==> src/rtl/int_xing_sink.sv <==
`default_nettype none
// ============================================================================
// Module   : int_xing_sink
// Purpose  : Synchronizes foreign-domain interrupt lines into the core clock,
//            captures them as level/edge pending bits and serves them through a
//            claim/complete handshake. Optional glitch filter: IRQ_FILTER_EN.
// Revision : 1.0 - initial release
// ============================================================================
module int_xing_sink #(
  parameter  int NUM_IRQ       = 2,
  parameter  int SYNC_STAGES   = 3,
  parameter  int FILTER_CYCLES = 4,
  localparam int ID_W          = (NUM_IRQ > 1) ? $clog2(NUM_IRQ) : 1
) (
  input  logic               clock,
  input  logic               reset,
  input  logic [NUM_IRQ-1:0] irq_in,
  input  logic [NUM_IRQ-1:0] edge_mode,
  output logic [NUM_IRQ-1:0] pending,
  output logic               claim_valid,
  output logic [ID_W-1:0]    claim_id,
  input  logic               claim_ready,
  input  logic               complete_valid,
  input  logic [ID_W-1:0]    complete_id,
  output logic [NUM_IRQ-1:0] in_service
);

  logic [NUM_IRQ-1:0] r_sync [SYNC_STAGES];
  logic [NUM_IRQ-1:0] w_sync;
  logic [NUM_IRQ-1:0] w_filt;
  logic [NUM_IRQ-1:0] r_prev;
  logic [NUM_IRQ-1:0] r_pending;
  logic [NUM_IRQ-1:0] r_in_service;
  logic [NUM_IRQ-1:0] w_avail;
  logic [NUM_IRQ-1:0] w_rise;
  logic [NUM_IRQ-1:0] w_claim_dec;
  logic [NUM_IRQ-1:0] w_cmpl_dec;
  logic [ID_W-1:0]    w_claim_id;
  logic               w_accept;

  always_ff @(posedge clock or posedge reset) begin
    if (reset) begin
      for (int k = 0; k < SYNC_STAGES; k++) r_sync[k] <= '0;
    end else begin
      r_sync[0] <= irq_in;
      for (int k = 1; k < SYNC_STAGES; k++) r_sync[k] <= r_sync[k-1];
    end
  end

  assign w_sync = r_sync[SYNC_STAGES-1];

`ifdef IRQ_FILTER_EN
  localparam int CNT_W = $clog2(FILTER_CYCLES + 1);

  for (genvar i = 0; i < NUM_IRQ; i++) begin : g_filter
    logic [CNT_W-1:0] r_cnt;
    logic             r_level;

    // Counter tracks consecutive cycles the synced input disagrees with the
    // filtered level; any agreement restarts the count.
    always_ff @(posedge clock or posedge reset) begin
      if (reset) begin
        r_cnt   <= '0;
        r_level <= 1'b0;
      end else if (w_sync[i] == r_level) begin
        r_cnt <= '0;
      end else if (r_cnt == CNT_W'(FILTER_CYCLES - 1)) begin
        r_cnt   <= '0;
        r_level <= w_sync[i];
      end else begin
        r_cnt <= r_cnt + 1'b1;
      end
    end

    assign w_filt[i] = r_level;
  end
`else
  logic w_unused_filter;
  assign w_unused_filter = (FILTER_CYCLES > 0);
  assign w_filt          = w_sync;
`endif

  assign w_rise   = w_filt & ~r_prev;
  assign w_avail  = r_pending & ~r_in_service;
  assign w_accept = (|w_avail) & claim_ready;

  always_comb begin
    w_claim_id = '0;
    for (int i = NUM_IRQ - 1; i >= 0; i--) begin
      if (w_avail[i]) w_claim_id = ID_W'(i);
    end
  end

  // Decoding only indices below NUM_IRQ drops out-of-range completes for free.
  always_comb begin
    w_claim_dec = '0;
    w_cmpl_dec  = '0;
    for (int i = 0; i < NUM_IRQ; i++) begin
      w_claim_dec[i] = w_accept && (w_claim_id == ID_W'(i));
      w_cmpl_dec[i]  = complete_valid && (complete_id == ID_W'(i));
    end
  end

  always_ff @(posedge clock or posedge reset) begin
    if (reset) begin
      r_prev       <= '0;
      r_pending    <= '0;
      r_in_service <= '0;
    end else begin
      r_prev       <= w_filt;
      r_pending    <= (edge_mode & (w_rise | (r_pending & ~w_claim_dec)))
                    | (~edge_mode & w_filt);
      r_in_service <= (r_in_service & ~w_cmpl_dec) | w_claim_dec;
    end
  end

  assign pending     = r_pending;
  assign in_service  = r_in_service;
  assign claim_valid = |w_avail;
  assign claim_id    = w_claim_id;

endmodule
`default_nettype wire

==> config.mk <==
export PLATFORM = sky130hd
export DESIGN_NAME = int_xing_sink
export DESIGN_NICKNAME = d
export VERILOG_FILES = /design/src/rtl/int_xing_sink.sv
export SDC_FILE = /design/constraint.sdc
export NUM_CORES = 1
export LEC_CHECK = 0
export CAP_MARGIN = 30
export CELL_PAD_IN_SITES_DETAIL_PLACEMENT = 0
export CELL_PAD_IN_SITES_GLOBAL_PLACEMENT = 1
export CORE_AREA = 3 3 40 42
export CTS_CLUSTER_SIZE = 30
export DETAILED_ROUTE_END_ITERATION = 6
export DIE_AREA = 0 0 43 45
export HOLD_SLACK_MARGIN = 0.03
export PLACE_DENSITY = 0.74
export SYNTH_ARGS = -nofsm -noshare
export SYNTH_HDL_FRONTEND = slang
export SYNTH_SLANG_ARGS = --single-unit
==> constraint.sdc <==
create_clock -name clock -period 2.7 [get_ports clock]
set_clock_uncertainty 0.1 [all_clocks]
set_input_delay 0.675 -clock clock [delete_from_list [all_inputs] [get_ports clock]]
set_output_delay 0.675 -clock clock [all_outputs]
set_load 0.05 [all_outputs]
==> results of run 1 <==
per-stage QoR:
stage / util / instances / hold WS, ns / instance area [um^2]
2_1_floorplan: - / 28 / 0.231 / 403
3_3_place_gp: 0.437 / 57 / 0.235 / 562
3_5_place_dp: 0.437 / 57 / 0.237 / 562
4_1_cts: 0.465 / 61 / 0.247 / 598
5_1_grt: 0.465 / 61 / 0.262 / 598
6_report: 0.465 / 61 / 0.247 / 598
where the power goes:
part           switching, mW  total, mW  internal (mW)  leakage [nW]
combinational          0.105      0.169         0.0645        0.0967
clock                 0.0567      0.139         0.0820        0.0210
sequential            0.0185      0.217          0.199         0.139
logic make-up (layout without fill, tap and decap cells):
group / after synthesis / after routing / synth area share
flip-flops: 12 / 12 / 0.755
buffers and inverters: 3 / 21 / 0.0283
AND/OR/NAND/NOR: 6 / 6 / 0.0944
AO/OA/AOI/OAI: 7 / 7 / 0.123
area by class of cell:
cell class	instances	area, um^2
Tap cell	15	18.8
Sequential cell	12	300
Multi-Input combinational cell	13	91.3
Fill cell	119	687
Clock buffer	4	36.3
Timing Repair Buffer	14	140
Inverter	3	11.3
sequential cells by signal, summed over array words and instances, names as in the netlist:
| signal | count |
|---|---|
| pending | 2 |
| r_sync | 4 |
| r_prev | 2 |
| in_service | 2 |
| w_filt | 2 |
cell usage in the layout (no fill, tap or decap), drive strengths merged:
cell           count
nand3b             1
clkdlybuf4s50     14
inv                3
o21ai              1
nor3b              1
a31oi              3
nand2              2
clkbuf             4
dfrtp             12
a32o               2
nand2b             2
a21oi              1
routing by layer:
layer | part of all wire | up-vias
li1 | - | 136
met1 | 0.40 | 137
met2 | 0.46 | 15
met3 | 0.12 | 3
met4 | 0.015 | 0
met5 | 0 | -
worst max-delay path, cell delays in order (launching register included):
cell,delay (ns)
dfrtp_1,0.40
nand2b_2,0.16
nor3b_2,0.18
clkdlybuf4s50_1,0.83
path summary, 6_finish.rpt:
kind                               start             to  slack [ns]  depth (start not counted)
min                            r_sync[3]      w_filt[1]        0.25                          0
max reg2reg                in_service[0]     pending[1]        1.60                          3
max in group asynchronous          reset      r_sync[5]        1.60                          2
max                        in_service[0]       claim_id        0.09                          3
min in group asynchronous          reset  in_service[0]        0.60                          2
min reg2reg                    r_sync[3]      w_filt[1]        0.25                          0
==> impl_metrics.tcl, run 1 <==
set metrics [dict create \
    grt_overflow 0 \
    post_cts_buffers 0 \
    synth.distinct_cells 11 \
    ioPinCount 15 \
    place_ws_ns 0.363 \
    die_h_um 45 \
    antenna_found_initial 0 \
    synth.area.top_cells "dfrtp_1 75%, a32o_1 5.0%, a31oi_1 4.7%" \
    ir_drop_mv 0.366 \
    routed_wire_length_per_instance_um 12.0 \
    diodes 0 \
    cts_buffers 3 \
    syn_nets 37 \
    gr-usage-met1 0.0964 \
    busiest_layer "met2" \
    clk_pin_slew_ns 0.07 \
    dp.final_hpwl_um 558 \
    startpoint_type "flip-flop" \
    grt_start_max_net_pins 13 \
    synth_edf_count 0 \
    ys.flop_type "dfrtp_1" \
    use_met2 0.150 \
    final-setup-viol-count 0 \
    cp_data_required_time_ns 1.92 \
    vias_per_cell 4.77 \
    drv_slew 0 \
    ctsHoldBuffers 0 \
    die-area_um2 1940 \
    outcome "finished, final reports clean" \
    tns_ns 0 \
    tightest_slew_ns 0.505 \
    synth_most_common_cell "dfrtp_1" \
    p_total_mw 0.525 \
    yosys.area.top_type_share 0.755 \
    slew_headroom 0.662 \
    layout-drive-gt1-share 0.130 \
    rsz0062_at_grt "false" \
    hold_viol 0 \
    drt_pre_antenna_iters 3 \
    initial_core_util 0.310 \
    setup_ws_ns 0.0884 \
    postSynthCellCount 28 \
    layout_min_cycle_time_ns 2.61 \
    clock_latency_ns 0.27 \
    fmax_mhz 383 \
    post_cts_resized 0 \
    postSynthAreaPerCell_um2 14.2 \
    path_class "flip-flop to output pin" \
    clock_sinks 12 \
    met3_usage 0.0757 \
    synthesis.area_um2 398 \
    yosysSeqAreaShare 0.755 \
    synth_common_cells "12 x dfrtp_1, 3 x a31oi_1, 3 x inv_1" \
    p_per_area_nw_per_um2 878 \
    h-tree-depth 1 \
    area_delta_synth_final_pct 50.3 \
    port_buffers 14 \
    end_kind "output pin" \
    critPathArrivalTime_ns 1.84 \
    nets 56 \
    cts_tree "done" \
    drv_cap 0 \
    synthArstFlopShare 1.00 \
    core_area_um2 1280 \
    track_usage 0.0983 \
    hold_class "flip-flop to flip-flop" \
    drt_first_iter_violations 4 \
    synth-warning-count 0 \
    route.antenna.remaining_nets 0 \
    fin_crit_sh 0.967 \
    gp_congestion 0.745 \
    leakagePower_nw 0.257 \
    synth_largest_area_cell "dfrtp_1" \
    drt_wl_total_um 731 \
    die_x_um 43 \
    root_buffer "clkbuf_4" \
    clock_path_buffers 2 \
    grt_pass1_wl_um 1280 \
    first_global_vias 296 \
    vias 291 \
    ys_ff_latch 12 \
    cp_max_fo 5 \
    drc 0 \
    rows 13 \
]
Note: power is estimated with default switching activity, not from simulation.
==> run 2: changes to the inputs <==
--- a/config.mk
+++ b/config.mk
@@ -14,6 +14,7 @@
 export DIE_AREA = 0 0 43 45
 export HOLD_SLACK_MARGIN = 0.03
 export PLACE_DENSITY = 0.74
+export SKIP_LAST_GASP = 1
 export SYNTH_ARGS = -nofsm -noshare
 export SYNTH_HDL_FRONTEND = slang
 export SYNTH_SLANG_ARGS = --single-unit
==> results of run 2 <==
No change in the layout: final DEF, timing and power equal those of run 1.
